===== config.mk =====
export PLATFORM = sky130hd
export DESIGN_NAME = td4_sequencer
export DESIGN_NICKNAME = d
export VERILOG_FILES = /design/src/rtl/td4_sequencer_pkg.sv /design/src/rtl/td4_sequencer_decode.sv /design/src/rtl/td4_sequencer.sv
export SDC_FILE = /design/constraint.sdc
export NUM_CORES = 1
export LEC_CHECK = 0
export CAP_MARGIN = 30
export CORE_UTILIZATION = 44
export DETAILED_ROUTE_END_ITERATION = 10
export GPL_TIMING_DRIVEN = 0
export HOLD_SLACK_MARGIN = 0.06
export PLACE_DENSITY = 0.8
export SYNTH_ARGS = -nofsm -noshare
export SYNTH_HDL_FRONTEND = slang
export SYNTH_SLANG_ARGS = --single-unit
export TNS_END_PERCENT = 50

===== constraint.sdc =====
create_clock -name clk_i -period 2.35 [get_ports clk_i]
set_clock_uncertainty 0.05 [all_clocks]
set_input_delay 0.235 -clock clk_i [delete_from_list [all_inputs] [get_ports clk_i]]
set_output_delay 0.235 -clock clk_i [all_outputs]
set_load 0.02 [all_outputs]

===== src/rtl/td4_sequencer_pkg.sv =====
// Purpose : shared opcode, ALU operand-select and FSM encodings for the TD4 sequencer.
// Latency : n/a (definitions only).
// Backpressure: n/a.
// Contents: opcode_e, ALU_SEL_* operand selects, state_e run-control states,
//           dec_t decoder result record.
package td4_sequencer_pkg;

   typedef enum logic [3:0] {
      OP_ADD_A_IM = 4'b0000,
      OP_MOV_A_B  = 4'b0001,
      OP_IN_A     = 4'b0010,
      OP_MOV_A_IM = 4'b0011,
      OP_MOV_B_A  = 4'b0100,
      OP_ADD_B_IM = 4'b0101,
      OP_IN_B     = 4'b0110,
      OP_MOV_B_IM = 4'b0111,
      OP_OUT_B    = 4'b1001,
      OP_OUT_IM   = 4'b1011,
      OP_JNC_IM   = 4'b1110,
      OP_JMP_IM   = 4'b1111
   } opcode_e;

   localparam logic [1:0] ALU_SEL_A    = 2'b00;
   localparam logic [1:0] ALU_SEL_B    = 2'b01;
   localparam logic [1:0] ALU_SEL_IN   = 2'b10;
   localparam logic [1:0] ALU_SEL_ZERO = 2'b11;

   // Active-low register-file strobes: bit0=A, bit1=B, bit2=OUT.
   localparam logic [2:0] LD_NONE = 3'b111;
   localparam logic [2:0] LD_A    = 3'b110;
   localparam logic [2:0] LD_B    = 3'b101;
   localparam logic [2:0] LD_OUT  = 3'b011;

   typedef enum logic [1:0] {
      ST_IDLE = 2'b00,
      ST_RUN  = 2'b01,
      ST_HALT = 2'b10
   } state_e;

   typedef struct packed {
      logic [2:0] load_n;
      logic [1:0] alu_sel;
      logic       is_jmp;
      logic       is_jnc;
      logic       legal;
   } dec_t;

endpackage


===== src/rtl/td4_sequencer_decode.sv =====
// Purpose : purely combinational TD4 opcode decoder (ungated by commit).
// Latency : 0 cycles, combinational.
// Backpressure: none; the caller masks strobes when nothing commits.
// Ports   : opcode_i [3:0] instruction opcode; dec_o decoded record
//           {load_n, alu_sel, is_jmp, is_jnc, legal}.
module td4_decode
   import td4_sequencer_pkg::*;
(
   input  logic [3:0] opcode_i,
   output dec_t       dec_o
);

   always_comb begin
      dec_o         = '0;
      dec_o.load_n  = LD_NONE;
      dec_o.alu_sel = ALU_SEL_ZERO;
      dec_o.legal   = 1'b1;
      unique case (opcode_i)
         OP_ADD_A_IM: begin dec_o.load_n = LD_A;   dec_o.alu_sel = ALU_SEL_A;    end
         OP_MOV_A_B : begin dec_o.load_n = LD_A;   dec_o.alu_sel = ALU_SEL_B;    end
         OP_IN_A    : begin dec_o.load_n = LD_A;   dec_o.alu_sel = ALU_SEL_IN;   end
         OP_MOV_A_IM: begin dec_o.load_n = LD_A;   dec_o.alu_sel = ALU_SEL_ZERO; end
         OP_MOV_B_A : begin dec_o.load_n = LD_B;   dec_o.alu_sel = ALU_SEL_A;    end
         OP_ADD_B_IM: begin dec_o.load_n = LD_B;   dec_o.alu_sel = ALU_SEL_B;    end
         OP_IN_B    : begin dec_o.load_n = LD_B;   dec_o.alu_sel = ALU_SEL_IN;   end
         OP_MOV_B_IM: begin dec_o.load_n = LD_B;   dec_o.alu_sel = ALU_SEL_ZERO; end
         OP_OUT_B   : begin dec_o.load_n = LD_OUT; dec_o.alu_sel = ALU_SEL_B;    end
         OP_OUT_IM  : begin dec_o.load_n = LD_OUT; dec_o.alu_sel = ALU_SEL_ZERO; end
         OP_JMP_IM  : dec_o.is_jmp = 1'b1;
         OP_JNC_IM  : dec_o.is_jnc = 1'b1;
         // 1000/1010/1100/1101 execute as a NOP that still advances the PC.
         default    : dec_o.legal  = 1'b0;
      endcase
   end

endmodule


===== src/rtl/td4_sequencer.sv =====
// Purpose : TD4 program counter, instruction decode gating and IDLE/RUN/HALT run control.
// Latency : strobes combinational from rom_data_i in the committing cycle; pc/state/retired update on posedge.
// Backpressure: none; execution is paced only by run_en_i / step_i, HALT blocks all commits until reset.
// Ports   : clk_i, rst_i (async, active-high); run_en_i level run request; step_i single-step pulse;
//           rom_addr_o/rom_data_i program ROM; c_flag_i carry flag; load_n_o, alu_sel_o, imm_o,
//           flag_we_o register-file controls; state_o, halted_o, retired_o status.
module td4_sequencer
   import td4_sequencer_pkg::*;
#(
   parameter logic [3:0] RESET_PC         = 4'h0,
   parameter int         CNT_W            = 8,
   parameter bit         HALT_ON_SELF_JMP = 1'b1
) (
   input  logic             clk_i,
   input  logic             rst_i,
   input  logic             run_en_i,
   input  logic             step_i,
   output logic [3:0]       rom_addr_o,
   input  logic [7:0]       rom_data_i,
   input  logic             c_flag_i,
   output logic [2:0]       load_n_o,
   output logic [1:0]       alu_sel_o,
   output logic [3:0]       imm_o,
   output logic             flag_we_o,
   output logic [1:0]       state_o,
   output logic             halted_o,
   output logic [CNT_W-1:0] retired_o
);

   logic [3:0]       pc_q, pc_d;
   state_e           state_q, state_d;
   logic [CNT_W-1:0] retired_q, retired_d;

   dec_t dec;
   logic commit;
   logic taken;
   logic self_halt;

   td4_decode u_decode (
      .opcode_i (rom_data_i[7:4]),
      .dec_o    (dec)
   );

   // rst_i gates commit so strobes go inactive in the same cycle reset rises,
   // even if step_i is held high during reset.
   assign commit    = !rst_i && ((state_q == ST_RUN) || ((state_q == ST_IDLE) && step_i));
   // c_flag_i is the flag left by the previous instruction; this one has not written it yet.
   assign taken     = commit && (dec.is_jmp || (dec.is_jnc && !c_flag_i));
   assign self_halt = HALT_ON_SELF_JMP && taken && (rom_data_i[3:0] == pc_q);

   // PC and retired counter.
   always_comb begin
      pc_d      = pc_q;
      retired_d = retired_q;
      if (commit) begin
         pc_d = taken ? rom_data_i[3:0] : pc_q + 4'd1;
         if (!(&retired_q)) retired_d = retired_q + 1'b1;
      end
   end

   always_ff @(posedge clk_i or posedge rst_i) begin
      if (rst_i) begin
         pc_q      <= RESET_PC;
         retired_q <= '0;
      end else begin
         pc_q      <= pc_d;
         retired_q <= retired_d;
      end
   end

   // FSM: state register.
   always_ff @(posedge clk_i or posedge rst_i) begin
      if (rst_i) state_q <= ST_IDLE;
      else       state_q <= state_d;
   end

   // FSM: next state. A self-jump halt outranks the RUN->IDLE drop.
   always_comb begin
      state_d = state_q;
      unique case (state_q)
         ST_IDLE: begin
            if (self_halt)     state_d = ST_HALT;
            else if (run_en_i) state_d = ST_RUN;
         end
         ST_RUN: begin
            if (self_halt)      state_d = ST_HALT;
            else if (!run_en_i) state_d = ST_IDLE;
         end
         ST_HALT: state_d = ST_HALT;
         default: state_d = ST_IDLE;
      endcase
   end

   // FSM: outputs.
   always_comb begin
      load_n_o  = commit ? dec.load_n : LD_NONE;
      flag_we_o = commit && dec.legal;
      alu_sel_o = dec.alu_sel;
      halted_o  = (state_q == ST_HALT);
      state_o   = state_q;
   end

   assign rom_addr_o = pc_q;
   assign imm_o      = rom_data_i[3:0];
   assign retired_o  = retired_q;

endmodule

# [After elaboration in Yosys (flattened, before gate mapping)]
# Index checks and enable logic that the tools add are counted.
[classes] n_addsub=2 eq_ne=16 reduce_logical=16 n_mux=11 bitwise=1
[ops] cell="$pmux W5 S10" count=1
[ops] cell="$eq A4 B3 Y1 const B" count=4
[ops] cell="$eq A4 B4 Y1 const B" count=4
[ops] cell="$reduce_or A12 Y1" count=1
[ops] cell="$add A8 B1 Y8 const B" count=1
[ops] cell="$eq A4 B2 Y1 const B" count=2
[ops] cell="$mux W2" count=4
[ops] cell="$reduce_and A8 Y1" count=1
[ops] cell="$logic_and A1 B1 Y1" count=6
[ops] cell="$ne A3 B3 Y1 const B" count=2
[ops] cell="$pmux W2 S3" count=1
[ops] cell="$add A4 B1 Y4 const B" count=1
[ops] cell="$eq A4 B1 Y1 const B" count=1
[ops] cell="$eq A4 B4 Y1" count=1
[ops] cell="$logic_not A4 Y1" count=1
[ops] cell="$mux W4" count=1
[ops] cell="$reduce_and A2 Y1" count=2
[ops] cell="$mux W1" count=3
[ops] cell="$mux W3" count=1
[ops] cell="$eq A2 B1 Y1 const B" count=1
[ops] cell="$eq A2 B2 Y1 const B" count=1
[ops] cell="$logic_not A1 Y1" count=2
[ops] cell="$logic_not A2 Y1" count=1
[ops] cell="$logic_or A1 B1 Y1" count=2
[ops] cell="$not A1 Y1" count=1
[word_totals] word_cells=49 inputBits=13 regBits=14

# [Longest topological paths before layout]
[logic_depth] word_depth=8 ltp_mapped=5 mapped_depth_nobuf=5

# [By module]
# From an unflattened synthesis, not the netlist that was laid out.
[unflattened] hier_cells=95 area_unflattened_um2=918.4
[modules_own_cells] mod="td4_sequencer" instances=1 cells_per_inst=84 area_per_inst_um2=850.8 seq_area_each_um2=350.3
[modules_own_cells] mod="td4_decode" instances=1 cells_per_inst=11 area_per_inst_um2=67.6 seq_area_each_um2=0.0

# [Worst setup path before layout]
# No wires, ideal clock.
[synth_timing] kind="reg-to-output" start="register state_q[1] (netlist: state_o[1])" end="output load_n_o[0]" stages_incl_launch_ff=4 arrival_time_ns=1.435 required_ns=2.065 slack_ns=0.630 cell_sequence="dfrtp_1 > or3_1 > buf_6 > or3_1"
[synth_via] elab_chain_cells=5 word_cells_on_any_way=6 classes_between="1 x eq/ne; 1 x mux; 4 x reduce/logical"
[synth_lines] element="start, declared" line_no="td4_sequencer.sv:31" text="state_e state_q, state_d;"
[synth_lines] element="start signal, assigned" line_no="td4_sequencer.sv:74" text="else state_q <= state_d;"
[synth_lines] element="$logic_not A2 Y1" line_no="td4_sequencer.sv:46" text="assign commit = !rst_i && ((state_q == ST_RUN) || ((state_q == ST_IDLE) && step_i));"
[synth_lines] element="$logic_and A1 B1 Y1" line_no="td4_sequencer.sv:46"
[synth_lines] element="$logic_or A1 B1 Y1 *" line_no="td4_sequencer.sv:46"
[synth_lines] element="$logic_and A1 B1 Y1 *" line_no="td4_sequencer.sv:46"
[synth_lines] element="$mux W3 *" line_no="td4_sequencer.sv:96" text="load_n_o = commit ? dec.load_n : LD_NONE;"
[synth_lines] element="end, declared" line_no="td4_sequencer.sv:21" text="output logic [2:0] load_n_o,"
# Every way passes the cells marked *; elsewhere a longest branch is shown, timed or not.

# [Final worst setup path]
[layout_timing] start="register state_q[1] (netlist: state_o[1])" end="output load_n_o[1]"
# The elaborated chain is that of the path after synthesis.

==> flow_summary_export.csv <==
group,metric,value,unit
clock_network,clock_sinks,14,
pwr,p_leak,0.564,nW
yosys,synth_seq_area_share,0.397,
sta,tightest_slew,563,ps
detailed_routing,wl,2130,microns
setup_path,critPathRequiredTime,2070,ps
pwr,p_total,1.21,mW
sta,hold_ws,412,ps
flow_run,maxCapViolCount,0,
setup_path,r2r_cells,4,
pwr,powerDensity,922,nW/um^2
cells_and_area,final_net_count,148,
floorplan,die-height,46.8,microns
global_routing,grt_pass1_wl,3240,microns
detailed_routing,drc,0,
sta,max_freq,0.440,GHz
detailed_routing,viasPerCell,5.41,
yosys,syn_area_per_cell,9.69,sq um
floorplan,start_util,0.490,
detailed_routing,drt.antenna.violating_nets,0,
place,dpl.hpwl,1590,microns
cells_and_area,area_growth,49.2,%
cells_and_area,diodes,0,
sta,rsz0062_at_grt,"false",
floorplan,io_pins,38,
setup_path,regToRegStartpoint,"state_o[1]",
floorplan,fp.coreArea,1800,sq um
sta,setup_ws,76.7,ps
run_status,status,"finished, final reports clean",
yosys,yosysTopAreaCellShare,0.397,
yosys,syn_area,882,sq um
yosys,ys_ff_latch,14,
clock_network,cts_tree,"done",
setup_path,crit_path_cell_trace,"or3_1 > buf_6 > nor2_1 > nand2_1 > clkdlybuf4s50_1",
global_routing,grt_pass1_vias,721,
detailed_routing,firstDrtPassIters,4,
global_routing,antenna_found_initial,0,
sta,fin_crit_sh,0.967,
floorplan,dieArea,2190,sq um
place,port_buffers,37,
sta,final_max_slew_viol_count,0,
yosys,yosys.area.top_type,"dfrtp_1",
setup_path,max_stage_delay,540,ps
global_routing,grtUsageMet3,0.0231,
global_routing,track_usage,0.211,
setup_path,crit_buf_inv,2,
clock_network,clockBufferDepth,2,
setup_path,critPathLaunchType,"register",
setup_path,rrSetupSlack,730,ps
yosys,syn-num-nets,106,
yosys,ys_types,32,
hold_path,hold_path.class,"in2async",
detailed_routing,drt_iter0_drc,11,
cells_and_area,final_cell_mix,"35 x clkdlybuf4s50_1, 14 x dfrtp_1, 10 x nand2_1",
floorplan,die_x,46.8,microns
global_routing,grt_use_met2,0.367,
yosys,netlist_instances,91,
sta,layout_min_cycle_time,2270,ps
yosys,yosys_warnings,0,
floorplan,row_count,15,
setup_path,crit_fanout,9,
setup_path,crit_arrival,1990,ps
clock_network,htreeDepth,1,
clock_network,cts_setup_buffers,0,
setup_path,slowest_stage,"clkdlybuf4s50_1",
sta,final_hold_viol_count,0,
global_routing,grt_overflow,0,
global_routing,met1_usage,0.260,
sta,slew_headroom,0.625,
global_routing,grt_start_max_net_pins,15,
clock_network,path_clk_slew,90,ps
clock_network,numCtsBuffers,3,
setup_path,endpoint_kind,"output port",
sta,setup_viol,0,
cells_and_area,layout-drive-gt1-share,0.130,
setup_path,crit_family,"buffers and inverters",
cells_and_area,final_common_cell,"clkdlybuf4s50_1",
detailed_routing,num_vias,844,
clock_network,root_buffer,"clkbuf_4",
place,routabilityCongestion,0.743,
setup_path,path_class,"reg2out",
global_routing,busiest_layer,"met2",
detailed_routing,wl_per_cell,13.6,microns
yosys,synth_area_leaders,"dfrtp_1 40%, nand3_1 4.5%, nand2_1 4.3%",
clock_network,insertion_delay,280,ps
setup_path,rr_endpoint,"state_o[0]",
pwr,vdd_drop_max,0.000600,V
place,pre_cts_ws,-32.9,ps
clock_network,cts-hold-fix-buffers,0,
==> state kept, by name, indices dropped and copies added, names as in the netlist <==
| signal | cells |
|---|---|
| retired_o | 8 |
| state_o | 2 |
| rom_addr_o | 4 |
==> Yosys cell counts <==
cell	n
nor2_1	4
a311oi_1	1
a22oi_1	1
nand4b_1	1
nor4_2	1
xor2_1	3
a2bb2oi_1	1
buf_6	1
inv_1	3
mux2_2	3
nor4_4	1
nor2b_1	1
dfrtp_1	14
and3_1	2
a31oi_1	1
xnor2_1	4
and4_1	2
or2_2	1
buf_4	4
nand2_1	10
nand4_1	4
o21a_1	1
or3_1	3
a31o_1	1
o21ai_0	1
nor3_2	2
nand2b_1	2
a21o_1	1
a21oi_1	5
ha_1	2
nand3_1	8
mux2i_1	2
==> stage by stage <==
| stage | TNS, ps | util | cells | instance area (sq um) |
|---|---|---|---|---|
| 6_report | 0 | 0.731 | 156 | 1320 |
| 5_1_grt | 0 | 0.731 | 156 | 1320 |
| 4_1_cts | 0 | 0.724 | 156 | 1310 |
| 3_5_place_dp | -32.9 | 0.713 | 153 | 1280 |
| 3_3_place_gp | -30.0 | 0.713 | 153 | 1280 |
| 2_1_floorplan | 0 | - | 91 | 882 |
==> how the worst max path moves through the flow <==
stage               startpoint          end  slack (ps)  depth (start not counted)
floorplan           state_o[1]  load_n_o[0]         630                          3
finish              state_o[1]  load_n_o[1]          80                          5
global placement         rst_i  load_n_o[0]         -30                          5
global route        state_o[1]  load_n_o[1]          20                          5
detailed placement      step_i  load_n_o[0]         -30                          6
CTS                 state_o[1]  load_n_o[2]           7                          3
==> power breakdown <==
part           internal [mW]  switching, mW  total [mW]
combinational          0.311          0.299       0.610
sequential             0.332          0.137       0.469
clock                 0.0592         0.0749       0.134
total                  0.703          0.511        1.21
==> per-layer routing <==
layer / up-vias / share of wire
li1: 414 / -
met4: 0 / 0.013
met3: 2 / 0.051
met5: - / 0
met2: 33 / 0.51
met1: 395 / 0.42
==> kinds of logic (layout without fill, tap and decap cells) <==
family / count (synthesis) / count (layout) / share of synthesized area
xor+xnor: 7 / 7 / 0.0695
fa+ha+maj: 2 / 2 / 0.0284
buf+inv: 8 / 48 / 0.0596
compound gates: 13 / 13 / 0.0965
mux: 5 / 5 / 0.0610
flops: 14 / 14 / 0.397
simple gates: 42 / 42 / 0.288
==> cell type report <==
type                            instances  area, sq um
Sequential cell                        14          350
Timing Repair Buffer                   37          372
Tap cell                               25         31.3
Clock buffer                            3         22.5
Inverter                                3         11.3
Multi-Input combinational cell         69          488
Fill cell                             135          485
Buffer                                  5         41.3
==> what timing repair did <==
| action | CTS | global route |
|---|---|---|
| setup endpoints to repair | 1 | 2 |
| gates cloned | 0 | 0 |
| hold endpoints to repair | 0 | 0 |
| gates resized for setup | 1 | 3 |
(Power assumes the default switching activity.)
